File: config.mk
export PLATFORM = sky130hd
export DESIGN_NAME = clk_div_monitor_flat
export DESIGN_NICKNAME = d
export VERILOG_FILES = /design/src/rtl/clk_div_pkg.sv /design/src/rtl/clk_div_monitor_if.sv /design/src/rtl/clk_edge_sync.sv /design/src/rtl/clk_div_monitor.sv /design/src/flat_wrapper.sv
export SDC_FILE = /design/constraint.sdc
export NUM_CORES = 1
export LEC_CHECK = 0
export CAP_MARGIN = 30
export CORE_MARGIN = 2
export CORE_UTILIZATION = 35
export CTS_BUF_LIST = sky130_fd_sc_hd__clkbuf_8
export CTS_CLUSTER_SIZE = 16
export DETAILED_ROUTE_END_ITERATION = 12
export GPL_TIMING_DRIVEN = 0
export HOLD_SLACK_MARGIN = 0.08
export PLACE_DENSITY = 0.57
export SETUP_SLACK_MARGIN = 0.15
export SLEW_MARGIN = 5
export SYNTH_ARGS = -nofsm -noshare
export SYNTH_HDL_FRONTEND = slang
export SYNTH_SLANG_ARGS = --single-unit
File: constraint.sdc
create_clock -name clk -period 2.6 [get_ports clk]
set_input_delay 0.52 -clock clk [delete_from_list [all_inputs] [get_ports clk]]
set_output_delay 0.52 -clock clk [all_outputs]
set_load 0.02 [all_outputs]
File: src/rtl/clk_div_pkg.sv
// rtl/clk_div_pkg.sv - shared FSM encoding and default constants for the clock divider monitor
package clk_div_pkg;

  typedef enum logic [1:0] {
    ST_IDLE    = 2'd0,
    ST_MEASURE = 2'd1,
    ST_LOCKED  = 2'd2,
    ST_STUCK   = 2'd3
  } mon_state_e;

  localparam int DEF_CNT_W      = 8;
  localparam int DEF_EXP_PERIOD = 12;
  localparam int DEF_EXP_HIGH   = 6;
  localparam int DEF_LOCK_COUNT = 4;

endpackage

File: src/rtl/clk_div_monitor_if.sv
// rtl/clk_div_monitor_if.sv - measurement/status bundle driven by the monitor
interface clk_div_monitor_if
  import clk_div_pkg::*;
#(
  parameter int CNT_W = DEF_CNT_W
);
  logic [CNT_W-1:0] period_o;
  logic [CNT_W-1:0] high_o;
  logic             meas_valid;
  logic             locked;
  logic             err;
  logic             timeout;

  modport master (output period_o, high_o, meas_valid, locked, err, timeout);
  modport slave  (input  period_o, high_o, meas_valid, locked, err, timeout);
endinterface

File: src/rtl/clk_edge_sync.sv
// rtl/clk_edge_sync.sv - two-flop synchronizer plus one-flop delay yielding rise/fall/level strobes
module clk_edge_sync (
  input  logic clk,
  input  logic rst_n,
  input  logic d_i,
  output logic rise_o,
  output logic fall_o,
  output logic level_o
);
  logic [1:0] sync_q;
  logic       dly_q;

  always_ff @(posedge clk or negedge rst_n) begin
    if (!rst_n) begin
      sync_q <= 2'b00;
      dly_q  <= 1'b0;
    end else begin
      sync_q <= {sync_q[0], d_i};
      dly_q  <= sync_q[1];
    end
  end

  assign level_o = sync_q[1];
  assign rise_o  = sync_q[1] & ~dly_q;
  assign fall_o  = ~sync_q[1] & dly_q;
endmodule

File: src/rtl/clk_div_monitor.sv
// rtl/clk_div_monitor.sv - measures period/high time of a divided clock and tracks lock/stuck status
module clk_div_monitor
  import clk_div_pkg::*;
#(
  parameter int CNT_W      = DEF_CNT_W,
  parameter int EXP_PERIOD = DEF_EXP_PERIOD,
  parameter int EXP_HIGH   = DEF_EXP_HIGH,
  parameter int LOCK_COUNT = DEF_LOCK_COUNT
) (
  input  logic               clk,
  input  logic               rst,
  input  logic               clk_in,
  clk_div_monitor_if.master  mon
);
  localparam int MATCH_W = $clog2(LOCK_COUNT + 1);

  mon_state_e       state_q, state_d;
  logic [MATCH_W-1:0] match_q, match_d;
  logic [CNT_W-1:0] cnt_q, period_q, high_q;
  logic             meas_valid_q, err_q;
  logic             rise, fall, level;
  logic             sat, hit;
  logic             measuring, locked_c, timeout_c;
  logic             unused_level;

  clk_edge_sync u_sync (
    .clk     (clk),
    .rst_n   (rst),
    .d_i     (clk_in),
    .rise_o  (rise),
    .fall_o  (fall),
    .level_o (level)
  );
  assign unused_level = level;

  assign sat = (cnt_q == {CNT_W{1'b1}});
  assign hit = (cnt_q == CNT_W'(EXP_PERIOD)) && (high_q == CNT_W'(EXP_HIGH));

  always_ff @(posedge clk or negedge rst) begin
    if (!rst) begin
      state_q <= ST_IDLE;
      match_q <= '0;
    end else begin
      state_q <= state_d;
      match_q <= match_d;
    end
  end

  // A rise always takes priority over saturation in the same cycle.
  always_comb begin
    state_d = state_q;
    match_d = match_q;
    case (state_q)
      ST_IDLE: begin
        if (rise) begin
          state_d = ST_MEASURE;
        end else if (sat) begin
          state_d = ST_STUCK;
          match_d = '0;
        end
      end
      ST_MEASURE, ST_LOCKED: begin
        if (rise) begin
          if (!hit) begin
            state_d = ST_MEASURE;
            match_d = '0;
          end else if (state_q == ST_MEASURE) begin
            match_d = match_q + MATCH_W'(1);
            if (match_q == MATCH_W'(LOCK_COUNT - 1)) state_d = ST_LOCKED;
          end
        end else if (sat) begin
          state_d = ST_STUCK;
          match_d = '0;
        end
      end
      ST_STUCK: begin
        if (rise) state_d = ST_MEASURE;
      end
      default: state_d = ST_IDLE;
    endcase
  end

  always_comb begin
    measuring = 1'b0;
    locked_c  = 1'b0;
    timeout_c = 1'b0;
    case (state_q)
      ST_MEASURE: measuring = 1'b1;
      ST_LOCKED: begin
        measuring = 1'b1;
        locked_c  = 1'b1;
      end
      ST_STUCK: timeout_c = 1'b1;
      default: ;
    endcase
  end

  always_ff @(posedge clk or negedge rst) begin
    if (!rst) begin
      cnt_q        <= '0;
      period_q     <= '0;
      high_q       <= '0;
      meas_valid_q <= 1'b0;
      err_q        <= 1'b0;
    end else begin
      if (rise)      cnt_q <= CNT_W'(1);
      else if (!sat) cnt_q <= cnt_q + CNT_W'(1);
      if (fall) high_q <= cnt_q;
      if (rise && measuring) period_q <= cnt_q;
      meas_valid_q <= rise & measuring;
      err_q        <= rise & measuring & ~hit;
    end
  end

  assign mon.period_o   = period_q;
  assign mon.high_o     = high_q;
  assign mon.meas_valid = meas_valid_q;
  assign mon.err        = err_q;
  assign mon.locked     = locked_c;
  assign mon.timeout    = timeout_c;
endmodule

File: src/flat_wrapper.sv
// flat-port wrapper written by rule: the top's interface ports become plain ports
module clk_div_monitor_flat import clk_div_pkg::*;
#(
  parameter int CNT_W      = DEF_CNT_W,
  parameter int EXP_PERIOD = DEF_EXP_PERIOD,
  parameter int EXP_HIGH   = DEF_EXP_HIGH,
  parameter int LOCK_COUNT = DEF_LOCK_COUNT
)
  (clk, rst, clk_in, mon_period_o, mon_high_o, mon_meas_valid, mon_locked, mon_err, mon_timeout);
  clk_div_monitor_if #(.CNT_W(CNT_W)) mon_i ();
  input  logic clk;
  input  logic rst;
  input  logic clk_in;
  output wire logic [$bits(mon_i.period_o)-1:0] mon_period_o;
  output wire logic [$bits(mon_i.high_o)-1:0] mon_high_o;
  output wire logic [$bits(mon_i.meas_valid)-1:0] mon_meas_valid;
  output wire logic [$bits(mon_i.locked)-1:0] mon_locked;
  output wire logic [$bits(mon_i.err)-1:0] mon_err;
  output wire logic [$bits(mon_i.timeout)-1:0] mon_timeout;
  assign mon_period_o = mon_i.period_o;
  assign mon_high_o = mon_i.high_o;
  assign mon_meas_valid = mon_i.meas_valid;
  assign mon_locked = mon_i.locked;
  assign mon_err = mon_i.err;
  assign mon_timeout = mon_i.timeout;
  clk_div_monitor #(.CNT_W(CNT_W), .EXP_PERIOD(EXP_PERIOD), .EXP_HIGH(EXP_HIGH), .LOCK_COUNT(LOCK_COUNT)) u_core (.clk(clk), .rst(rst), .clk_in(clk_in), .mon(mon_i));
endmodule
==> impl_metrics.ini, run 1 <==
[worst_setup_path]
reg2reg_to = u_core.state_q[1]$_DFFE_PN0P_
slowest_stage = clkdlybuf4s50_1
r2r_cells = 6
crit_type = flop to output pin
cp_cell_sequence = ha_1, clkdlybuf4s50_1
end_kind = output pin
slowest_delay_ns = 0.63
arrival_ns = 1.68
r2r_slack_ns = 0.50
crit_fanout = 7
critPathRequiredTime_ns = 2.08
r2r_start = u_core.cnt_q[0]$_DFFE_PN0P_
start_kind = flop

[synth]
synth-seq-cells = 34
ys.flop_type = dfrtp_1
synthCells = 171
ys_warn_count = 0
synthTopCellsByArea = dfrtp_1 51%, nand2_1 10%, ha_1 7.5%
synth_top_area_share = 0.511
syn_nets = 184
yosysTopAreaCell = dfrtp_1
netlist_area_um2 = 1670
synth_common_cells = 45 x nand2_1, 34 x dfrtp_1, 10 x ha_1, 10 x inv_1, 7 x o21ai_0
yosys.cell_types.count = 39
synth_edf_count = 0
avgSynthCellArea_um2 = 9.74
synthArstFlopShare = 1.00
post-synth-top-count-cell = nand2_1
yosysSeqAreaShare = 0.511

[final_layout]
area_growth_pct = 21.9
seqCellArea_um2 = 851
num_antenna_cells = 0
multiInputGateArea_um2 = 747
drive_gt1_frac = 0.0955
fin_nets = 213
fill_cells = 454
final_cells = 253

[route]
drtPass1Iterations = 4
vias_per_cell = 5.12
routed_wl_um = 3580
dr.first_iter.drc_count = 46
vias = 1296
routedWlPerCell_um = 14.1
ant_nets = 0
post-route-drc-count = 0

[clock_network]
ctsHoldBuffers = 0
cts_resized = 0
post_cts_buffers = 0
clk_path_buf_depth = 2
htreeDepth = 2
path_clk_slew_ns = 0.06
cts_sinks = 34
root_buffer = clkbuf_8
clk_latency_ns = 0.28
cts_buffers = 5
cts_tree = done

[grt]
grt.overflow.total = 0
grt_usage = 0.154
grt_max_degree = 35
grt_pass1_vias = 1379
antenna_found_initial = 0
grt_pass1_wl_um = 6270

[timing]
setup_slack_ns = 0.402
finalSetupTns_ns = 0
skew_ns = 0.00491
slew_headroom = 0.493
hold_viol_final = 0
worst_pin_slew_ns = 0.761
finalSetupViolCount = 0
period_share = 0.845
fmax_mhz = 455
layout_min_cycle_time_ns = 2.20
slew_viol_final = 0
rsz0062_at_grt = no

[die]
initial_utilization = 0.357
io_pins = 23
die_area_um2 = 5330
core_um2 = 4660
die_w_um = 73.0
die_h_um = 73.0
num_rows = 25

[power]
clock_power_share = 0.216
power.density_nw_per_um2 = 857
switching_share = 0.355
internal_power_uw = 1120
power_frac_comb = 0.379
p_leak_uw = 0.000959
p_seq_frac = 0.404
switching_power_uw = 617
peakVddDrop_v = 0.000368

[placement]
hpwl_um = 2650
portBuffers = 22
placed_cells = 247
place_congestion = 0.751
dp_slack_ns = 0.495

[min_path]
hold_class = input pin to asynchronous set/reset pin

[outcome]
status = finished, final reports clean

[job]
drv_cap = 0
-- metrics by stage --
step	area (µm²)	hold slack, ns	power, µW	utilization
after global placement	1950	0.341	1360	0.419
after global routing	2030	0.362	1860	0.436
final	2030	0.303	1740	0.436
after detailed placement	1950	0.336	1380	0.418
after floorplan	1670	0.224	1130	-
after CTS	2030	0.334	1760	0.436
-- worst max path at each step --
stage,cells after the start,startpoint,to,slack (ns)
floorplan,6,u_core.cnt_q[0]$_DFFE_PN0P_,u_core.state_q[1]$_DFFE_PN0P_,0.75
global placement,1,rst,u_core.mon.high_o[5]$_DFFE_PN0P_,0.31
detailed placement,6,u_core.cnt_q[0]$_DFFE_PN0P_,u_core.state_q[1]$_DFFE_PN0P_,0.50
CTS,2,u_core.state_q[1]$_DFFE_PN0P_,mon_timeout,0.39
global route,2,u_core.state_q[1]$_DFFE_PN0P_,mon_timeout,0.33
finish,2,u_core.state_q[1]$_DFFE_PN0P_,mon_timeout,0.40
-- layout make-up --
class	count	area share
buffer	7	0.0148
timing repair buffer	22	0.106
clock buffer	6	0.0407
multi-input combinational	120	0.368
tap	54	0.0333
inverter	10	0.0185
sequential	34	0.419
-- worst max-delay path, delay by kind of cell (launching register included) --
family	cells	cell delay (ns)
flops	1	0.47
buf+inv	1	0.63
fa+ha+maj	1	0.29
-- power by group through the flow --
stage | sequential [µW] | combinational (µW) | clock, µW
2_1_floorplan | 778 | 355 | 0
3_3_place_gp | 713 | 652 | 0
3_5_place_dp | 716 | 661 | 0
4_1_cts | 705 | 664 | 390
5_1_grt | 724 | 728 | 412
6_report | 704 | 660 | 377
-- state kept, by name, summed over array words and instances, names as in the netlist --
register / cells
u_core.mon.high_o: 8
u_core.state_q: 2
u_core.mon.err: 1
u_core.match_q: 3
u_core.u_sync.dly_q: 1
u_core.cnt_q: 8
u_core.u_sync.sync_q: 2
u_core.mon.meas_valid: 1
u_core.mon.period_o: 8
-- cell families after synthesis --
| kind of cell | Yosys count | synth area share |
|---|---|---|
| adders and majority gates | 10 | 0.0751 |
| AOI/OAI and AO/OA | 30 | 0.122 |
| buffers and inverters | 17 | 0.0406 |
| and+or+nand+nor | 78 | 0.240 |
| xor gates and xnor gates | 1 | 0.00526 |
| DFF | 34 | 0.511 |
| muxes | 1 | 0.00601 |
-- cell usage in the layout (no fill, tap or decap), types with 2 or more instances in the layout --
| master | count |
|---|---|
| a211oi_1 | 2 |
| a21oi_1 | 4 |
| a311oi_1 | 2 |
| a31oi_1 | 6 |
| and2_1 | 2 |
| and3_1 | 2 |
| and4_1 | 2 |
| buf_2 | 3 |
| clkbuf_1 | 4 |
| clkbuf_8 | 6 |
| clkdlybuf4s50_1 | 21 |
| dfrtp_1 | 34 |
| ha_1 | 10 |
| inv_1 | 10 |
| nand2_1 | 45 |
| nand2b_1 | 2 |
| nand3_1 | 3 |
| nor2_1 | 3 |
| nor2b_1 | 3 |
| nor3_1 | 4 |
| nor4_1 | 2 |
| o21ai_0 | 7 |
| o22ai_1 | 2 |
| or2_2 | 2 |
| or4b_4 | 2 |
-- per-layer routing --
| layer | wire, µm | track usage | part of all wire | up-vias |
|---|---|---|---|---|
| met3 | 101 | 0.0373 | 0.028 | 12 |
| met4 | 68 | 0.0741 | 0.019 | 0 |
| met5 | 0 | 0 | 0 | - |
| met1 | 1630 | 0.207 | 0.46 | 621 |
| met2 | 1780 | 0.232 | 0.50 | 20 |
| li1 | - | - | - | 643 |
Power figures use the tool's default switching activity.
==> inputs of run 2 (changes only) <==
Settings changed: PLACE_DENSITY 0.57 to 0.59.
Clock period 2.6 ns to 2 ns, I/O delays scaled along.
==> run 2 against run 1 <==
Compared with the run above:
- register-to-register slack got worse by 0.47 ns
- first-iteration DRC count grew 130%
- sequential power up 29%
- worst setup slack lost 0.38 ns
- sequential share of layout area fell by 4.3 points
- total power grew 46%
- flip-flop and latch count is the same
- highest routed layer unchanged
==> impl_metrics.ini, run 2 (synthesis gave the netlist of run 1 again) <==
[final_layout]
area_growth_pct = 36.0
seqCellArea_um2 = 852
fill_cells = 426
design_area_um2 = 2260
drive_gt1_frac = 0.210
multiInputGateArea_um2 = 821
final_common_cell = nand2_1
num_antenna_cells = 0
most-common-layout-cells = 45 x nand2_1, 33 x dfrtp_1, 19 x clkdlybuf4s50_1, 12 x buf_4, 9 x ha_1
fin_nets = 227

[timing]
slew_headroom = 0.503
rsz0062_at_grt = yes
layout_min_cycle_time_ns = 1.97
slew_viol_final = 0
skew_ns = 0.0102
finalSetupViolCount = 0
fmax_mhz = 507
period_share = 0.986
worst_pin_slew_ns = 0.746
finalSetupTns_ns = 0
hold_viol_final = 0

[power]
power.density_nw_per_um2 = 1130
p_leak_uw = 0.00106
totalPowerFinal_uw = 2550
peakVddDrop_v = 0.000591

[worst_setup_path]
start_kind = flop
arrival_ns = 2.15
crit_type = flop to flop
slowest_delay_ns = 0.55
reg2reg_to = u_core.state_q[1]$_DFFE_PN0P_
cp_cell_sequence = buf_6, or4b_4, nor4_4, buf_4, nor2_4, a2111oi_4
end_kind = flop
r2r_cells = 6
crit_fanout = 5
critPathRequiredTime_ns = 2.18
r2r_start = u_core.cnt_q[5]$_DFFE_PN0P_
r2r_slack_ns = 0.03
slowest_stage = or4b_4

[clock_network]
cts_buffers = 5
clk_latency_ns = 0.29
path_clk_slew_ns = 0.07
htreeDepth = 2
clk_path_buf_depth = 2
root_buffer = clkbuf_8
cts_sinks = 34
cts_tree = done
ctsHoldBuffers = 0

[route]
ant_nets = 0
vias = 1371
vias_per_cell = 5.12
post-route-drc-count = 0
routed_wl_um = 3650
drtPass1Iterations = 4
dr.first_iter.drc_count = 108
routedWlPerCell_um = 13.6

[placement]
place_area_um2 = 1950
place_congestion = 0.761
portBuffers = 22
hpwl_um = 2410

[grt]
grt_pass1_vias = 1217
grt_usage = 0.147
antenna_found_initial = 0
grt_pass1_wl_um = 6050
grt.overflow.total = 0
grt_max_degree = 35

[die]
initial_utilization = 0.357
die_w_um = 73.0
io_pins = 23
num_rows = 25
core_um2 = 4660
die_area_um2 = 5330
die_h_um = 73.0

[job]
drv_cap = 0

[min_path]
hold_class = input pin to asynchronous set/reset pin

[outcome]
status = finished, final reports clean
-- run 2: cell types whose count changed in the layout (fill, tap and decap cells not counted), sizes merged --
cell,change
buf,+14
clkdlybuf4s50,-2
bufinv,+1
clkdlybuf4s15,+1
dlygate4sd2,+1
-- run 2: area by class of cell --
cell class / count / share of cell area
repair buffers: 36 / 0.148
clock inverters: 1 / 0.0133
inverters: 10 / 0.0166
well taps: 54 / 0.0298
clock buffers: 6 / 0.0365
multi-input cells: 120 / 0.362
flip-flops and latches: 34 / 0.376
plain buffers: 7 / 0.0171
-- run 2: stage by stage --
step	hold slack, ns	std cells	setup WS (ns)	utilization
CTS	0.201	265	0.0825	0.467
floorplan	0.104	171	0.182	-
detailed placement	0.342	247	-0.134	0.418
global route	0.244	268	-0.0315	0.486
global placement	0.333	247	-0.210	0.419
finish	0.174	268	0.0272	0.486
-- run 2: how the worst max path moves through the flow --
stage	startpoint	cells after the start	end
floorplan	u_core.cnt_q[5]$_DFFE_PN0P_	5	u_core.state_q[1]$_DFFE_PN0P_
global placement	rst	1	u_core.state_q[0]$_DFFE_PN0P_
detailed placement	u_core.cnt_q[0]$_DFFE_PN0P_	6	u_core.match_q[1]$_DFFE_PN0P_
CTS	u_core.state_q[1]$_DFFE_PN0P_	6	u_core.state_q[1]$_DFFE_PN0P_
global route	u_core.cnt_q[5]$_DFFE_PN0P_	6	u_core.state_q[1]$_DFFE_PN0P_
finish	u_core.cnt_q[5]$_DFFE_PN0P_	6	u_core.state_q[1]$_DFFE_PN0P_
-- run 2: repair_timing --
action | in CTS | in global routing
endpoints found under the setup margin | 15 | 15
cloned | 0 | 0
pin swaps | 6 | 5
setup buffers | 11 | 3
resized for setup | 10 | 12
-- run 2: per-layer routing --
metal	track usage	up-vias	wire [µm]
met5	0	-	0
met4	0.0494	0	38
met3	0.0428	5	176
met2	0.203	36	1570
met1	0.219	658	1870
li1	-	672	-
-- run 2: power by group --
| group | internal (µW) | switching, µW | total, µW |
|---|---|---|---|
| clock | 399 | 242 | 641 |
| sequential | 822 | 87.5 | 909 |
| combinational | 446 | 553 | 999 |
-- run 2: worst max-delay path: cells and delay by family, from the launching register on --
| kind | cells | cell delay [ns] |
|---|---|---|
| buf+inv | 2 | 0.33 |
| flops | 1 | 0.39 |
| compound gates | 1 | 0.31 |
| simple gates | 3 | 0.83 |
